`src/rtl/pc_fetch_unit.sv`:
```
// Instruction-fetch stage: owns the PC, issues one imem read at a time over a
// req/ready handshake and presents fetched words to decode through a stallable register.
module pc_fetch_unit #(
    parameter int unsigned          PC_WIDTH    = 8,
    parameter int unsigned          INSTR_WIDTH = 16,
    parameter logic [PC_WIDTH-1:0]  RESET_PC    = '0
) (
    input  logic                   clk,
    input  logic                   rst,
    output logic [PC_WIDTH-1:0]    pc,
    input  logic [PC_WIDTH-1:0]    next_pc,
    input  logic                   branch_taken,
    input  logic [PC_WIDTH-1:0]    branch_target,
    input  logic                   stall,
    output logic                   imem_req,
    output logic [PC_WIDTH-1:0]    imem_addr,
    input  logic                   imem_ready,
    input  logic [INSTR_WIDTH-1:0] imem_rdata,
    output logic                   instr_valid,
    output logic [INSTR_WIDTH-1:0] instr_out,
    output logic [PC_WIDTH-1:0]    instr_pc
);

    typedef enum logic [1:0] {
        S_FETCH = 2'd0,
        S_WAIT  = 2'd1,
        S_KILL  = 2'd2
    } state_t;

    state_t                  state, state_n;
    logic [PC_WIDTH-1:0]     pending, pending_n;
    logic [PC_WIDTH-1:0]     pc_n;
    logic                    valid_n;
    logic [INSTR_WIDTH-1:0]  out_n;
    logic [PC_WIDTH-1:0]     ipc_n;
    logic                    req_c;
    logic                    capture_c;
    logic                    slot_free_c;

    // State and datapath registers
    always_ff @(posedge clk) begin
        if (rst) begin
            state       <= S_FETCH;
            pc          <= RESET_PC;
            pending     <= '0;
            instr_valid <= 1'b0;
            instr_out   <= '0;
            instr_pc    <= '0;
        end else begin
            state       <= state_n;
            pc          <= pc_n;
            pending     <= pending_n;
            instr_valid <= valid_n;
            instr_out   <= out_n;
            instr_pc    <= ipc_n;
        end
    end

    // Next-state, request and output-register update
    always_comb begin
        state_n     = state;
        pc_n        = pc;
        pending_n   = pending;
        valid_n     = instr_valid;
        out_n       = instr_out;
        ipc_n       = instr_pc;
        req_c       = 1'b0;
        capture_c   = 1'b0;
        slot_free_c = !instr_valid || !stall;

        // Decode consumes the held instruction whenever it is not stalling
        if (instr_valid && !stall) begin
            valid_n = 1'b0;
        end

        case (state)
            S_FETCH: begin
                req_c = slot_free_c && !branch_taken;
                if (branch_taken) begin
                    pc_n    = branch_target;
                    valid_n = 1'b0;
                end else if (req_c && imem_ready) begin
                    capture_c = 1'b1;
                end else if (req_c) begin
                    state_n = S_WAIT;
                end
            end
            S_WAIT: begin
                req_c = 1'b1;
                if (branch_taken) begin
                    valid_n = 1'b0;
                    if (imem_ready) begin
                        pc_n    = branch_target;
                        state_n = S_FETCH;
                    end else begin
                        pending_n = branch_target;
                        state_n   = S_KILL;
                    end
                end else if (imem_ready) begin
                    capture_c = 1'b1;
                    state_n   = S_FETCH;
                end
            end
            S_KILL: begin
                // Read for the old pc is still in flight; its data is dropped
                req_c   = 1'b1;
                valid_n = 1'b0;
                if (branch_taken) begin
                    pending_n = branch_target;
                end
                if (imem_ready) begin
                    pc_n    = branch_taken ? branch_target : pending;
                    state_n = S_FETCH;
                end
            end
            default: begin
                state_n = S_FETCH;
            end
        endcase

        if (capture_c) begin
            valid_n = 1'b1;
            out_n   = imem_rdata;
            ipc_n   = pc;
            pc_n    = next_pc;
        end
    end

    assign imem_req  = req_c && !rst;
    assign imem_addr = pc;

endmodule

```
`config.mk`:
```
export PLATFORM = sky130hd
export DESIGN_NAME = pc_fetch_unit
export DESIGN_NICKNAME = d
export VERILOG_FILES = /design/src/rtl/pc_fetch_unit.sv
export SDC_FILE = /design/constraint.sdc
export NUM_CORES = 1
export LEC_CHECK = 0
export CORE_MARGIN = 2
export CORE_UTILIZATION = 43
export DETAILED_ROUTE_END_ITERATION = 12
export GPL_ROUTABILITY_DRIVEN = 0
export HOLD_SLACK_MARGIN = 0.05
export PLACE_DENSITY = 0.79
export SYNTH_ARGS = -nofsm -noshare
export SYNTH_HDL_FRONTEND = slang
export SYNTH_SLANG_ARGS = --single-unit
```
`constraint.sdc`:
```
create_clock -name clk -period 2.5 [get_ports clk]
set_input_delay 0.625 -clock clk [delete_from_list [all_inputs] [get_ports clk]]
set_output_delay 0.625 -clock clk [all_outputs]
set_load 0.01 [all_outputs]
```
==> results.toml <==
[run]
cap_viol_max_count = 0

[placement]
place_ws_ps = -156
dp_hpwl_mm = 3.14
portBuffers = 78

[clock_tree]
ctsHoldBuffers = 0
cts_made_buffers = 5
htree_levels = 2
clk_latency_ps = 290
post_cts_buffers = 0
cts_tree = "done"
cts_buffer_depth = 2
cts_resized = 1
cts.reportedPaths.clkPinSlew_ps = 80
root_buffer = "clkbuf_8"
cts_sinks = 43

[floorplanning]
dieArea_um2 = 5040
rows = 24
start_util = 0.444
fp.dieW_um = 71.0
die_y_um = 71.0
coreArea_um2 = 4350
ioPinCount = 79

[synth]
synthXorXnorAreaFrac = 0
ys_types = 28
ys_seq_area_frac = 0.446
synth_flop_cell = "dfxtp_1"
syn_nets = 275
synth.yosys.warnings = 0
ys_top_cells_by_area = "dfxtp_1 (45%), nand2_1 (9.9%), a21oi_1 (7.5%)"
async_flop_share = 0
synthAdderAreaFrac = 0.0324
syn-mean-instance-area_um2 = 8.29
syn_inst = 233
netlist_area_um2 = 1930
muxShareOfSynthArea = 0.0881
synth_top_area_share = 0.446
ys_ff_latch = 43
yosys.area.top_type = "dfxtp_1"
synth_edf_count = 0
synth-simple-area-share = 0.200
synth.most_common_cell = "nand2_1"
synth_top_family_by_area = "simple AND/OR/NAND/NOR gates"
synth_compound_area_frac = 0.166
synth_commonest_cells = "nand2_1 (51), dfxtp_1 (43), a21oi_1 (29)"

[route]
top_layer = "met4"
met2_length_mm = 2.25
vias = 1829
drc = 0
postRouteAntennaNets = 0
viasPerCell = 5.12
drt_pass1_iterations = 4
first_iter_violations = 69
m1WireLength_mm = 1.95
wire_per_inst_um = 12.9
wl_met3_um = 360
routed_wl_mm = 4.61

[power]
peakVddDrop_mv = 0.359
leakage_nw = 1.09
internal_power_mw = 1.11
switching_share = 0.263
p_comb_frac = 0.218
pwr_density_cell_nw_per_um2 = 530
clockPowerShare = 0.283
p_sw_mw = 0.395
seqPwrFrac = 0.499

[grt]
grt_pass1_wl_mm = 7.63
overflow = 0
first_global_vias = 1769
grt_max_degree = 45
track_usage = 0.188
grt_antenna_before_repair = 0

[critical_path]
cp-start-kind = "primary input"
rrSetupSlack_ps = 540
path_class = "in2out"
arrival_ps = 1760
end_kind = "output port"
crit_fanout = 2
r2r-start = "state[1]"
reg2reg_to = "imem_addr[2]"
required_ps = 1880
rr_worst_depth = 5

[worst_hold_path]
hp-start = "instr_out[11]"
min_path_cells = 2
hold_end = "instr_out[11]"
hold_path.class = "reg2reg"

[sta]
setup_viol = 0
finClkSkew_ps = 3.55
rsz0062_at_grt = "no"
fin_crit_ps = 2390
finalMaxSlewViolations = 0
finalHoldViolCount = 0
tightestPinTransition_ps = 586
layout_setup_ws_ps = 112
fmax_ghz = 0.419
hold-worst-slack_ps = 453
relSlewSlack = 0.608
finalCritPeriodShare = 0.955

[layout]
area_growth_pct = 46.6
fillers = 404
utilization = 0.650
diodes = 0
layout-drive-gt1-share = 0.0852
fin_nets = 346

[outcome]
status = "finished, final reports clean"
## sequential cells by signal (all words and copies together) (netlist names)
signal       count
pending          8
state            2
instr_valid      1
imem_addr        8
instr_out       16
instr_pc         8
## routing by layer
metal  global-route usage  up-vias
met1                0.214      840
met5                    0        -
met3               0.0670        5
met4               0.0524        0
li1                     -      915
met2                0.332       69
## worst max-delay path by stage
stage                      from        to  cells after the start
after global routing      stall  imem_req                      5
after detailed placement  stall  imem_req                      5
after global placement    stall  imem_req                      5
after floorplan             rst  imem_req                      3
final                     stall  imem_req                      5
after CTS                 stall  imem_req                      5
## cell usage in the layout (no fill, tap or decap), drive strengths merged, types with 2 or more instances in the layout
cell,count
clkdlybuf4s50,77
nand2,51
dfxtp,43
a21oi,29
nor2,28
nand2b,9
mux2,8
o32ai,8
mux2i,8
buf,8
clkbuf,6
ha,5
inv,3
nor2b,3
o21ai,3
nor3,2
a31oi,2
a211o,2
## through the flow
step	power [mW]	TNS [ps]	instances	instance area, um^2
floorplan	0.917	0	233	1930
global placement	1.09	-97.1	349	2750
detailed placement	1.09	-156	349	2750
CTS	1.52	0	357	2830
global route	1.58	0	357	2830
finish	1.50	0	357	2830
## power groups by stage
stage,clock [mW],combinational (mW),sequential (mW)
6_report,0.425,0.326,0.749
5_1_grt,0.470,0.353,0.755
3_3_place_gp,0,0.325,0.764
2_1_floorplan,0,0.142,0.775
3_5_place_dp,0,0.328,0.766
4_1_cts,0.445,0.329,0.750
## cell families after synthesis
group                      Yosys count
DFF                                 43
adders and majority gates            5
muxes                               16
buffers and inverters               25
and+or+nand+nor                     94
AOI/OAI and AO/OA                   50
## cell type report
class	count	area, um^2	share of cell area
Clock buffer	6	72.6	0.0256
Timing Repair Buffer	86	865	0.305
Sequential cell	43	861	0.304
Tap cell	52	65.1	0.0230
Inverter	3	11.3	0.00398
Multi-Input combinational cell	165	945	0.334
Clock inverter	2	12.5	0.00442
## critical path: stages
cell	delay [ps]
clkdlybuf4s50_1	430
a21oi_1	200
a21oi_1	100
nor3_1	130
dlygate4sd2_1	280
Power figures use the tool's default switching activity.
